$ cat src/rtl/gcd_arbiter.sv
// Round-robin sequencer sharing one extended-Euclid gcd unit between two requesters.
// Define GCD_ARB_CONST_TIME_EN to pad every job to exactly MAX_CYCLES WAIT cycles.
module gcd_arbiter #(
  parameter int WIDTH      = 8,
  parameter int MAX_CYCLES = 512
) (
  input  logic               clk,
  input  logic               rst,
  input  logic               req_0,
  input  logic [2*WIDTH-1:0] a_0,
  input  logic [2*WIDTH-1:0] b_0,
  input  logic               req_1,
  input  logic [2*WIDTH-1:0] a_1,
  input  logic [2*WIDTH-1:0] b_1,
  output logic               gnt_0,
  output logic               gnt_1,
  output logic               done_0,
  output logic               done_1,
  output logic [2*WIDTH-1:0] res_gcd,
  output logic [2*WIDTH-1:0] res_s,
  output logic [2*WIDTH-1:0] res_t,
  output logic               res_err,
  output logic               busy,
  output logic               gu_start,
  output logic [2*WIDTH-1:0] gu_a,
  output logic [2*WIDTH-1:0] gu_b,
  input  logic [2*WIDTH-1:0] gu_gcd,
  input  logic [2*WIDTH-1:0] gu_s,
  input  logic [2*WIDTH-1:0] gu_t,
  input  logic               gu_finish
);
  localparam int W  = 2*WIDTH;
  localparam int CW = (MAX_CYCLES > 2) ? $clog2(MAX_CYCLES) : 1;
  localparam logic [CW-1:0] LAST = CW'(MAX_CYCLES-1);

  typedef enum logic [1:0] {IDLE, LAUNCH, WAIT, RESP} state_t;

  state_t        state_q, state_d;
  logic          owner_q, owner_d;
  logic          rr_q, rr_d;
  logic [CW-1:0] cnt_q, cnt_d;
  logic [W-1:0]  a_q, a_d, b_q, b_d;
  logic [W-1:0]  gcd_q, gcd_d, s_q, s_d, t_q, t_d;
  logic          err_q, err_d;
  logic          win;
`ifdef GCD_ARB_CONST_TIME_EN
  // First finish is parked here so res_* still only move on entering RESP.
  logic          got_q, got_d;
  logic [W-1:0]  cg_q, cg_d, cs_q, cs_d, ct_q, ct_d;
`endif

  always_comb begin
    state_d  = state_q;
    owner_d  = owner_q;
    rr_d     = rr_q;
    cnt_d    = cnt_q;
    a_d      = a_q;
    b_d      = b_q;
    gcd_d    = gcd_q;
    s_d      = s_q;
    t_d      = t_q;
    err_d    = err_q;
    win      = 1'b0;
    gnt_0    = 1'b0;
    gnt_1    = 1'b0;
    done_0   = 1'b0;
    done_1   = 1'b0;
    gu_start = 1'b0;
`ifdef GCD_ARB_CONST_TIME_EN
    got_d    = got_q;
    cg_d     = cg_q;
    cs_d     = cs_q;
    ct_d     = ct_q;
`endif
    case (state_q)
      IDLE: begin
        if (req_0 || req_1) begin
          win     = (req_0 && req_1) ? rr_q : req_1;
          owner_d = win;
          a_d     = win ? a_1 : a_0;
          b_d     = win ? b_1 : b_0;
          state_d = LAUNCH;
        end
      end
      LAUNCH: begin
        gnt_0    = ~owner_q;
        gnt_1    = owner_q;
        gu_start = 1'b1;
        cnt_d    = '0;
`ifdef GCD_ARB_CONST_TIME_EN
        got_d    = 1'b0;
`endif
        state_d  = WAIT;
      end
      WAIT: begin
        cnt_d = cnt_q + CW'(1);
`ifdef GCD_ARB_CONST_TIME_EN
        if (gu_finish && !got_q) begin
          got_d = 1'b1;
          cg_d  = gu_gcd;
          cs_d  = gu_s;
          ct_d  = gu_t;
        end
        if (cnt_q == LAST) begin
          state_d = RESP;
          if (got_q) begin
            gcd_d = cg_q; s_d = cs_q; t_d = ct_q; err_d = 1'b0;
          end else if (gu_finish) begin
            gcd_d = gu_gcd; s_d = gu_s; t_d = gu_t; err_d = 1'b0;
          end else begin
            gcd_d = '0; s_d = '0; t_d = '0; err_d = 1'b1;
          end
        end
`else
        if (gu_finish) begin
          gcd_d   = gu_gcd;
          s_d     = gu_s;
          t_d     = gu_t;
          err_d   = 1'b0;
          state_d = RESP;
        end else if (cnt_q == LAST) begin
          gcd_d   = '0;
          s_d     = '0;
          t_d     = '0;
          err_d   = 1'b1;
          state_d = RESP;
        end
`endif
      end
      RESP: begin
        done_0  = ~owner_q;
        done_1  = owner_q;
        rr_d    = ~owner_q;
        state_d = IDLE;
      end
      default: state_d = IDLE;
    endcase
  end

  always_ff @(posedge clk) begin
    if (rst) begin
      state_q <= IDLE;
      owner_q <= 1'b0;
      rr_q    <= 1'b0;
      cnt_q   <= '0;
      a_q     <= '0;
      b_q     <= '0;
      gcd_q   <= '0;
      s_q     <= '0;
      t_q     <= '0;
      err_q   <= 1'b0;
`ifdef GCD_ARB_CONST_TIME_EN
      got_q   <= 1'b0;
      cg_q    <= '0;
      cs_q    <= '0;
      ct_q    <= '0;
`endif
    end else begin
      state_q <= state_d;
      owner_q <= owner_d;
      rr_q    <= rr_d;
      cnt_q   <= cnt_d;
      a_q     <= a_d;
      b_q     <= b_d;
      gcd_q   <= gcd_d;
      s_q     <= s_d;
      t_q     <= t_d;
      err_q   <= err_d;
`ifdef GCD_ARB_CONST_TIME_EN
      got_q   <= got_d;
      cg_q    <= cg_d;
      cs_q    <= cs_d;
      ct_q    <= ct_d;
`endif
    end
  end

  assign busy    = (state_q != IDLE);
  assign gu_a    = a_q;
  assign gu_b    = b_q;
  assign res_gcd = gcd_q;
  assign res_s   = s_q;
  assign res_t   = t_q;
  assign res_err = err_q;
endmodule

$ cat config.mk
export PLATFORM = sky130hd
export DESIGN_NAME = gcd_arbiter
export DESIGN_NICKNAME = d
export VERILOG_FILES = /design/src/rtl/gcd_arbiter.sv
export SDC_FILE = /design/constraint.sdc
export NUM_CORES = 1
export LEC_CHECK = 0
export BUFFER_PORTS_ARGS = -buffer_cell sky130_fd_sc_hd__buf_4
export CAP_MARGIN = 20
export CORE_MARGIN = 3
export CORE_UTILIZATION = 48
export DETAILED_ROUTE_END_ITERATION = 16
export PLACE_DENSITY = 0.85
export SLEW_MARGIN = 20
export SYNTH_ARGS = -nofsm -noshare
export SYNTH_HDL_FRONTEND = slang
export SYNTH_SLANG_ARGS = --single-unit
export TNS_END_PERCENT = 100
$ cat constraint.sdc
create_clock -name clk -period 4.45 [get_ports clk]
set_input_delay 0.445 -clock clk [delete_from_list [all_inputs] [get_ports clk]]
set_output_delay 0.445 -clock clk [all_outputs]
set_load 0.05 [all_outputs]
==> After elaboration in Yosys (flattened, before gate mapping) <==
Cells that the tools add are included.
Widths: inputs -> output; s select.
{ "word_totals": {"wordCells": 46, "mem_count": 0, "inputBits": 117, "regBits": 94, "latchBits": 0, "mem_bits_rw": 0, "rom_bits": 0, "output_inout_bits": 87} }
{ "classes": {"div": 0, "shifts": 0, "n_mul": 0, "bitwise_logic": 1, "eq_ne": 6, "order_cmp": 0, "muxes": 19, "reduce_logical": 9, "add_sub_neg": 1} }
{ "ops": {"columns": ["operator", "count"], "rows": [
  ["$mux 16", 6],
  ["$pmux 9 s2", 1],
  ["$add 9x1->9 const B", 1],
  ["$eq 9x9->1 const B", 1],
  ["$mux 1", 8],
  ["$pmux 2 s4", 1],
  ["$mux 2", 3],
  ["$reduce_and 2->1", 3],
  ["$reduce_bool 2->1", 3],
  ["$eq 2x2->1 const B", 2],
  ["$ne 3x3->1 const B", 1],
  ["$eq 2x1->1 const B", 1],
  ["$logic_not 2->1", 1],
  ["$ne 2x2->1 const B", 1],
  ["$logic_and 1x1->1", 1],
  ["$logic_or 1x1->1", 1],
  ["$not 1->1", 1]
]} }

==> Logic depth before layout (Yosys ltp) <==
{ "depth": {"ltp_word": 4, "mapped_depth": 9} }

==> Worst setup path after synthesis <==
OpenSTA, ideal clock, no wires.
{ "synth_path": {"kind": "register to output", "from": "reg state_q[1]", "to": "out gnt_0", "path_buffers": 0, "arrival_time_ns": 1.671, "slack_ns": 2.334, "stages_incl_launch_ff": 4, "path_cell_list": "dfxtp_1 -> inv_1 -> ha_1 -> nor2b_1"} }
{ "synth_between": {"elab_chain_len": 2} }
{ "synth_rtl": {"columns": ["element", "line", "text"], "rows": [
  ["start: declaration", "38", "state_t state_q, state_d;"],
  ["start signal: assignment", "159", "state_q <= state_d;"],
  ["$eq 2x1->1", "75", "case (state_q)"],
  ["$mux 1", "75", null],
  ["end: declaration", "15", "output logic gnt_0,"]
]} }
No other way between the ends.

==> Final worst setup path <==
{ "layout_path": {"from": "reg cnt_q[0]", "to": "reg s_q[15] (netlist: res_s[15])"} }
{ "layout_between": {"elab_chain_len": 3} }
{ "layout_rtl": {"columns": ["element", "line", "text"], "rows": [
  ["start: declaration", "41", "logic [CW-1:0] cnt_q, cnt_d;"],
  ["start signal: assignment", "162", "cnt_q <= cnt_d;"],
  ["$eq 9x9->1", "121", "end else if (cnt_q == LAST) begin"],
  ["$reduce_bool 2->1 (no line)", null, null],
  ["$reduce_and 2->1 (no line)", null, null],
  ["end signal: assignment", "149", "s_q <= '0;"],
  ["end signal: assignment", "166", "s_q <= s_d;"],
  ["end: declaration", "43", "logic [W-1:0] gcd_q, gcd_d, s_q, s_d, t_q, t_d;"]
]} }
No other way between the ends.
A chain may end at the register's enable or synchronous reset.

==> impl_summary.log <==
INFO  metric cts_made_buffers = 9
INFO  metric cts.sinks = 94
INFO  metric synthCells = 431
INFO  metric grt_antenna_before_repair = 0
INFO  metric cts_root_buffer = clkbuf_8
INFO  metric route.vias.total = 4003
INFO  metric maximum_operating_frequency = 508 MHz
INFO  metric clock_skew = 0.0136 ns
INFO  metric placed_instances = 694
INFO  metric post_cts.repair.setup_buffers = 0
INFO  metric fin_cells = 711
INFO  metric critical_path_arrival = 2.26 ns
INFO  metric cts-htree-levels = 3
INFO  metric floorplan.die.width = 94.3 µm
INFO  metric worst_path_max_delay_cell = o21ai_4
INFO  metric worstSetupPathType = reg2reg
INFO  metric finalSetupViolCount = 0
INFO  metric avgViaCountPerCell = 5.63
INFO  metric hold_violations = 0
INFO  metric grt_residual_overflow = 0
INFO  metric num-nets-final = 731
INFO  metric irDropWorstVdd = 0.354 mV
INFO  metric synth_top_cell_by_area = dfxtp_1
INFO  metric avgRoutedWirePerCell = 16.2 µm
INFO  metric path_cells = ha_1, nand3_1, nor2_1, ha_1, o21ai_4, buf_16, a22oi_1, nor2_1
INFO  metric power_per_standard_cell_area = 583 nW/µm²
INFO  metric fin_total_pwr = 3.18 mW
INFO  metric max-cap-violations = 0
INFO  metric portBuffers = 203
INFO  metric n_antenna_cell = 0
INFO  metric yosys.area.top_type_share = 50.3%
INFO  metric worst_hold_path_type = in2reg
INFO  metric ys.warnings.count = 0
INFO  metric boundaryPins = 204
INFO  metric worst_ep_required_time = 4.74 ns
INFO  metric drt.antenna.violating_nets = 0
INFO  metric post-route-period-util = 44.3%
INFO  metric post_route_cells_drive_above_1_share = 36.8%
INFO  metric synthesis.nets = 555
INFO  metric synthesis.area = 3740 µm²
INFO  metric synth.yosys.seq_area_share = 50.3%
INFO  metric cts.repair.resized = 0
INFO  metric rsz_0062_raised_after_global_routing = no
INFO  metric finalCoreUtilization = 73.6%
INFO  metric drtIter0Drc = 233
INFO  metric fp.dieH = 94.3 µm
INFO  metric grt_first_pass_wirelength = 17300 µm
INFO  metric rows = 31
INFO  metric post_synth_main_area_contributors = dfxtp_1 50%, a22oi_1 9.6%, o21ai_0 9.1%, nor2_1 5.5%, a31oi_1 5.4%
INFO  metric fin_crit_period = 1.97 ns
INFO  metric delay_heaviest_family_cp = compound AO/OA/AOI/OAI gates
INFO  metric initial_utilization = 50.5%
INFO  metric remaining_drc_errors = 0
INFO  metric synth_cell_type_count = 31
INFO  metric drv_slew = 0
INFO  metric gr-usage-all-layers = 24.1%
INFO  metric routed_wirelength = 11500 µm
INFO  metric setup-tns-final = 0 ns
INFO  metric yosys_register_bits = 94
INFO  metric clk_lat_worst_skew = 0.35 ns
INFO  metric drt_pre_antenna_iters = 5
INFO  metric die_area = 8890 µm²
INFO  metric gpl.final_weighted_congestion = 0.812
INFO  metric grt_start_max_net_pins = 56
INFO  metric tightest_pin_transition = 0.914 ns
INFO  metric worst-path-max-fanout = 30
INFO  metric clock_pin_slew_of_the_registers_on_the_worst_case_setup_and_hold_paths = 0.10 ns
INFO  metric first_global_vias = 3823
INFO  metric tritoncts = yes
INFO  metric post_cts_hold_buffer_count = 0
INFO  metric cp.buffers_inverters = 1
INFO  metric post-dp-hpwl = 8000 µm
INFO  metric area.growth.synth_to_final = 45.8%
INFO  metric cts_buffer_depth = 2
INFO  metric worstSetupEndpointType = flip-flop
INFO  metric fp.coreArea = 7410 µm²
INFO  metric critPathLaunchType = flip-flop
INFO  metric outcome = finished, final reports clean
INFO  metric relSlewSlack = 39.1%
INFO  metric max_stage_delay = 0.49 ns
INFO  metric syn_avg_cell_area = 8.68 µm²
INFO  metric p_leak = 2.40 nW
## cell usage in the layout, fill, tap and decap left out, types with 3 or more instances in the layout
master    synthesis  routed
buf_4             3     205
dfxtp_1          94      94
o21ai_0          68      68
nor2_1           55      55
a22oi_1          48      48
a21oi_1          39      39
a31oi_1          32      32
clkbuf_8          0       9
inv_1             8       8
nand2_1           7       7
ha_1              7       7
nand3_1           5       5
or3_1             4       4
nand4_1           3       3
and2_1            3       3
xor2_1            3       3
## state kept, by name (all words and copies together), names as in the netlist
| signal | flops |
|---|---|
| gu_a | 16 |
| gu_b | 16 |
| res_gcd | 16 |
| res_s | 16 |
| res_t | 16 |
| cnt_q | 9 |
| state_q | 2 |
| owner_q | 1 |
| res_err | 1 |
| rr_q | 1 |
## cells in the mapped netlist (all sizes together)
cell type,count
a211oi,1
o31a,1
nor2,55
dfxtp,94
a32oi,1
o21a,2
buf,19
clkbuf,22
a21oi,39
ha,7
a22oi,48
nand4,3
nor2b,2
o21ai,70
a31oi,32
nand2,7
and2b,1
xor2,3
nand2b,1
mux2i,1
inv,8
nor3,1
nand3,5
nor3b,1
or3,4
and2,3
## layout make-up
cell class | count | area [µm²]
clock buffers | 9 | 124
clock inverters | 7 | 80.1
fillers | 569 | 1960
inverters | 8 | 30.0
multi-input cells | 288 | 1650
flip-flops and latches | 94 | 1880
well taps | 99 | 124
repair buffers | 206 | 1570
## through the flow
stage / area [µm²] / hold slack (ns) / setup slack [ns]
2_1_floorplan: 3740 / 0.436 / 2.33
3_3_place_gp: 5220 / 0.445 / 2.28
3_5_place_dp: 5220 / 0.451 / 2.21
4_1_cts: 5430 / 0.327 / 2.19
5_1_grt: 5450 / 0.329 / 2.32
6_report: 5450 / 0.334 / 2.48
## tightest hold or removal path, stage by stage
cell and delay (ns):
buf_4 0.08, a22oi_1 0.06, nor2_1 0.07
## metal layers
| layer | track usage, % | vias to the layer above | wire [µm] |
|---|---|---|---|
| li1 | - | 1912 | - |
| met1 | 28.0 | 1862 | 4370 |
| met2 | 42.0 | 194 | 5920 |
| met3 | 4.97 | 35 | 862 |
| met4 | 11.2 | 0 | 387 |
| met5 | 0 | - | 0 |
## path summary, 6_finish.rpt
check	from	to	slack [ns]	cells past startpoint
worst max-delay path	cnt_q[0]	res_s[15]	2.48	8
worst min-delay path	gu_s[11]	res_s[11]	0.33	3
worst max register to register	cnt_q[0]	res_s[15]	2.48	8
worst min register to register	res_err	res_err	0.47	2
## report_power, final
| part | internal, mW | total, mW | switching (mW) |
|---|---|---|---|
| Sequential | 0.998 | 1.09 | 0.0902 |
| Combinational | 0.477 | 1.50 | 1.03 |
| Clock | 0.268 | 0.584 | 0.316 |
| Total | 1.74 | 3.18 | 1.43 |
## cell families (layout without fill, tap and decap cells)
group / Yosys count / after routing / share of synthesized area, %
AOI/OAI and AO/OA: 194 / 194 / 30.7
DFF: 94 / 94 / 50.3
and+or+nand+nor: 83 / 83 / 9.60
buffers and inverters: 49 / 230 / 6.05
adders and majority gates: 7 / 7 / 2.34
xor gates and xnor gates: 3 / 3 / 0.702
muxes: 1 / 1 / 0.268
(Power assumes the default switching activity.)
